**src/rtl/demux_1_2_buf.sv**
```systemverilog
// demux_1_2_buf: buffered 1-to-2 demultiplexer. Each word from the producer
// is steered by sel into one of two show-ahead FIFOs, each draining to its
// own consumer through a valid/ready handshake.
// Optional delivery counters are enabled by defining DEMUX_COUNT_EN.
module demux_1_2_buf #(
    parameter int unsigned WIDTH = 8,
    parameter int unsigned DEPTH = 2
) (
    input  logic             clk,
    input  logic             rst_n,
    input  logic             flush,
    input  logic [WIDTH-1:0] Data_in,
    input  logic             sel,
    input  logic             in_valid,
    output logic             in_ready,
    output logic [WIDTH-1:0] Data_out_0,
    output logic             valid_0,
    input  logic             ready_0,
    output logic [WIDTH-1:0] Data_out_1,
    output logic             valid_1,
    input  logic             ready_1,
    output logic [7:0]       cnt_0,
    output logic [7:0]       cnt_1
);

    localparam int unsigned AW = $clog2(DEPTH);
    localparam int unsigned PW = AW + 1;

    logic [PW-1:0]    wr_q   [2];
    logic [PW-1:0]    wr_d   [2];
    logic [PW-1:0]    rd_q   [2];
    logic [PW-1:0]    rd_d   [2];
    logic [WIDTH-1:0] mem_q  [2][DEPTH];
    logic [WIDTH-1:0] mem_d  [2][DEPTH];
    logic [WIDTH-1:0] dout_q [2];
    logic [WIDTH-1:0] dout_d [2];
    logic [1:0]       valid_q;
    logic [1:0]       valid_d;
    logic [1:0]       full_c;
    logic [1:0]       push_c;
    logic [1:0]       pop_c;
    logic [1:0]       rdy_c;

    // Full flags, input handshake and next FIFO state; the head word and
    // valid are precomputed so the outputs come straight from flops.
    always_comb begin
        wr_d    = wr_q;
        rd_d    = rd_q;
        mem_d   = mem_q;
        dout_d  = dout_q;
        valid_d = valid_q;
        full_c  = '0;
        push_c  = '0;
        pop_c   = '0;
        rdy_c   = {ready_1, ready_0};

        for (int n = 0; n < 2; n++) begin
            full_c[n] = (wr_q[n][PW-1] != rd_q[n][PW-1]) &&
                        (wr_q[n][AW-1:0] == rd_q[n][AW-1:0]);
        end

        // No full-bypass: a full FIFO blocks the producer even if it pops now.
        in_ready = !full_c[sel] && !flush && rst_n;

        for (int n = 0; n < 2; n++) begin
            push_c[n] = in_valid && in_ready && (sel == 1'(n));
            pop_c[n]  = valid_q[n] && rdy_c[n] && !flush;
            if (push_c[n]) begin
                mem_d[n][wr_q[n][AW-1:0]] = Data_in;
                wr_d[n] = wr_q[n] + PW'(1);
            end
            if (pop_c[n]) begin
                rd_d[n] = rd_q[n] + PW'(1);
            end
            if (flush) begin
                wr_d[n] = '0;
                rd_d[n] = '0;
            end
            valid_d[n] = (wr_d[n] != rd_d[n]);
            dout_d[n]  = mem_d[n][rd_d[n][AW-1:0]];
        end
    end

    // FIFO pointers, storage and registered head/valid.
    always_ff @(posedge clk or negedge rst_n) begin
        if (!rst_n) begin
            for (int n = 0; n < 2; n++) begin
                wr_q[n]   <= '0;
                rd_q[n]   <= '0;
                dout_q[n] <= '0;
                for (int i = 0; i < int'(DEPTH); i++) begin
                    mem_q[n][i] <= '0;
                end
            end
            valid_q <= '0;
        end else begin
            wr_q    <= wr_d;
            rd_q    <= rd_d;
            mem_q   <= mem_d;
            dout_q  <= dout_d;
            valid_q <= valid_d;
        end
    end

    assign Data_out_0 = dout_q[0];
    assign Data_out_1 = dout_q[1];
    assign valid_0    = valid_q[0];
    assign valid_1    = valid_q[1];

`ifdef DEMUX_COUNT_EN
    logic [7:0] cnt_q [2];
    logic [7:0] cnt_d [2];

    // Per-output delivery counters, wrapping at 8 bits, cleared by flush.
    always_comb begin
        cnt_d = cnt_q;
        for (int n = 0; n < 2; n++) begin
            if (flush) begin
                cnt_d[n] = '0;
            end else if (pop_c[n]) begin
                cnt_d[n] = cnt_q[n] + 8'(1);
            end
        end
    end

    // Counter registers.
    always_ff @(posedge clk or negedge rst_n) begin
        if (!rst_n) begin
            cnt_q[0] <= '0;
            cnt_q[1] <= '0;
        end else begin
            cnt_q <= cnt_d;
        end
    end

    assign cnt_0 = cnt_q[0];
    assign cnt_1 = cnt_q[1];
`else
    assign cnt_0 = '0;
    assign cnt_1 = '0;
`endif

endmodule

```
**config.mk**
```make
export PLATFORM = sky130hd
export DESIGN_NAME = demux_1_2_buf
export DESIGN_NICKNAME = d
export VERILOG_FILES = /design/src/rtl/demux_1_2_buf.sv
export SDC_FILE = /design/constraint.sdc
export NUM_CORES = 1
export LEC_CHECK = 0
export CAP_MARGIN = 20
export CORE_ASPECT_RATIO = 0.75
export CORE_UTILIZATION = 53
export DETAILED_ROUTE_END_ITERATION = 10
export GPL_TIMING_DRIVEN = 0
export HOLD_SLACK_MARGIN = 0.12
export PLACE_DENSITY = 0.89
export SLEW_MARGIN = 20
export SYNTH_ARGS = -nofsm -noshare
export SYNTH_HDL_FRONTEND = slang
export SYNTH_SLANG_ARGS = --single-unit
```
**constraint.sdc**
```tcl
create_clock -name clk -period 2.4 [get_ports clk]
set_input_delay 0.24 -clock clk [delete_from_list [all_inputs] [get_ports clk]]
set_output_delay 0.24 -clock clk [all_outputs]
set_load 0.02 [all_outputs]
```
==> impl_metrics.csv <==
group,metric,value,unit
sta,finalCritPeriodShare,95.0,%
power,power.leakage,1.67,nW
critical_path,worstSetupPathType,"reg2out",
floorplanning,design.core.area,5040,um^2
floorplanning,fp.dieH,65.7,um
cells_and_area,fillers,363,
sta,finClkSkew,5.15,ps
cells_and_area,ff_latch_area,1450,um^2
synth,synth_top_area_cell,"dfrtp_1",
synth,synthMostInstantiatedCell,"dfrtp_1",
critical_path,crit_required,2160,ps
sta,rsz0062_at_grt,"false",
route,wl_per_cell,16.9,um
power,powerDensity,829,nW/um^2
route,ant_nets,0,
sta,maxSlewViolCount,0,
critical_path,cp-end-kind,"output port",
floorplanning,initial_core_util,56.9,%
placed_design,place_hpwl,4.47,mm
global_routing,grt_overflow,0,
critical_path,start_kind,"flip-flop",
sta,relSlewSlack,53.8,%
flow_run,cap_violations,0,
synth,synth_area_per_cell,10.9,um^2
cells_and_area,final_cells,400,
critical_path,worstPathArrival,2040,ps
synth,netlist.area_leader.share,50.7,%
sta,setup_ws,120,ps
route,drt_iter0_drc,190,
critical_path,setup.worst_path.start,"rd_q[1]",
placed_design,placedCellCount,383,
cts,cts_tree,"yes",
floorplanning,io_pins,50,
synth,synth_seq_area_share,50.7,%
synth,netlist_area,2860,um^2
critical_path,rr_startpoint,"rd_q[0]",
global_routing,grt_usage,26.7,%
floorplanning,dieArea,5700,um^2
synth,synth.distinct_cells,36,
critical_path,crit_fanout,4,
route,detailroute.via_count,2316,
power,ir_drop,435,uV
sta,min_period,2280,ps
sta,fmax,439,MHz
synth,synthTopCellsByCount,"dfrtp_1, o22ai_1, nand2_1",
run_status,outcome,"finished clean",
route,drt_wl_total,6.74,mm
cts,clk_latency,350,ps
global_routing,antenna_found_initial,0,
placed_design,gp_congestion,0.816,
cts,clock_path_buffers,2,
cells_and_area,num-nets-final,338,
route,vias_per_cell,5.79,
synth,ys_ff_latch,58,
cts,cts_buffers,9,
synth,synth_edf_count,0,
global_routing,first_global_vias,2320,
placed_design,dpl_worst_slack,8.67,ps
cts,h-tree-depth,3,
cts,numClockSinks,58,
cts,clk_pin_slew_worst_paths,70,ps
placed_design,io_buffer_count,33,
sta,setup_viol,0,
cells_and_area,drive_gt1_share,14.9,%
route,drt_first_pass_iters,5,
route,drc,0,
synth,synth_ff_type,"dfrtp_1",
synth,yosysWarnings,0,
synth,netlist_instances,262,
sta,tightest_slew,693,ps
critical_path,rr_worst_depth,6,
sta,hold_viol_final,0,
cells_and_area,n_antenna_cell,0,
global_routing,grt_start_max_net_pins,50,
synth,synth_area_leaders,"dfrtp_1, mux2_1, o22ai_1",
floorplanning,rows,22,
cts,clockRootBuffer,"clkbuf_8",
cells_and_area,multiInputGateArea,1300,um^2
synth,async_reset_ff_share,100,%
cells_and_area,areaGrowthSynthToFinish,26.0,%
floorplanning,die_x,86.9,um
hold_path,hold_class,"in2async",
global_routing,grt_pass1_wl,11.3,mm
cell families (layout without fill, tap and decap cells):
group                     Yosys count  after routing  synth area share (%)
and+or+nand+nor                    59             59                  10.4
AOI/OAI and AO/OA                  77             77                  18.5
buffers and inverters              30             81                  6.55
xor gates and xnor gates           12             12                  3.93
DFF                                58             58                  50.7
other                               1             16                 0.131
muxes                              25             25                  9.79
worst paths after layout:
kind / to / slack [ps]
worst max-delay path: in_ready / 120
worst min-delay path: mem_q[10] / 300
worst max register to register: Data_out_1[1] / 220
worst min register to register: mem_q[19] / 480
max in group asynchronous: mem_q[0] / 1610
min in group clk: mem_q[19] / 480
through the flow:
step | area [um^2] | power, mW | hold WS, ps | utilization (%) | TNS [ps]
after CTS | 3590 | 2.99 | 292 | 71.4 | 0
final | 3610 | 2.99 | 297 | 71.7 | 0
after floorplan | 2920 | 1.68 | -55.6 | - | 0
after global routing | 3610 | 3.13 | 312 | 71.7 | 0
after detailed placement | 3370 | 1.99 | 110 | 66.8 | 0
after global placement | 3340 | 1.95 | 452 | 66.3 | -139900
power by group:
| part | total [mW] | switching, mW | internal (mW) |
|---|---|---|---|
| Clock | 0.997 | 0.388 | 0.609 |
| Sequential | 1.26 | 0.102 | 1.16 |
| Combinational | 0.736 | 0.371 | 0.365 |
placed cells by master, fill, tap and decap left out, types with 2 or more instances in the layout:
cell	n
buf_4	18
clkbuf_8	10
nor2_1	11
o22ai_1	32
nor3_1	2
buf_2	3
clkbuf_1	5
mux2_1	24
clkdlybuf4s50_1	32
bufinv_16	2
nand2_1	31
nor2_4	2
a211oi_1	3
conb_1	16
xnor2_1	5
xor2_1	4
dfrtp_1	58
nor2_2	2
xnor2_2	2
a22oi_1	16
o21bai_1	2
and3b_1	2
a211o_1	2
a21boi_1	2
nand3_1	4
o21ai_0	16
inv_1	4
clkinv_2	2
cell type report:
type	count	share of cell area [%]
repair buffers	35	10.1
inverters	5	0.520
flip-flops and latches	58	40.2
plain buffers	25	4.68
clock inverters	5	2.15
multi-input cells	189	35.9
clock buffers	11	3.92
well taps	72	2.50
layer usage:
metal | part of all wire, % | routed length [um] | global-route usage, % | vias to the layer above
met3 | 8.3 | 558 | 9.05 | 22
met1 | 42 | 2830 | 34.4 | 1142
met4 | 2.1 | 140 | 10.8 | 0
met2 | 48 | 3210 | 41.6 | 107
li1 | - | - | - | 1045
met5 | 0 | 0 | 0 | -
worst max-delay path, cell delays in order (launching register included):
cell	delay (ps)
dfrtp_1	400
xor2_1	420
nand3_1	130
and4b_1	220
clkdlybuf4s50_1	530
timing repair:
item | in CTS | in global routing
hold buffers | 1 | 0
endpoints found under the hold margin | 58 | 0
resized for setup | 0 | 2
endpoints found under the setup margin | 0 | 1
buffers inserted | 0 | 0
registers in the layout, summed over array words and instances, names as in the netlist:
name	cells
mem_q	32
rd_q	4
Data_out_0	8
Data_out_1	8
wr_q	4
valid_q	2
(Power assumes the default switching activity.)
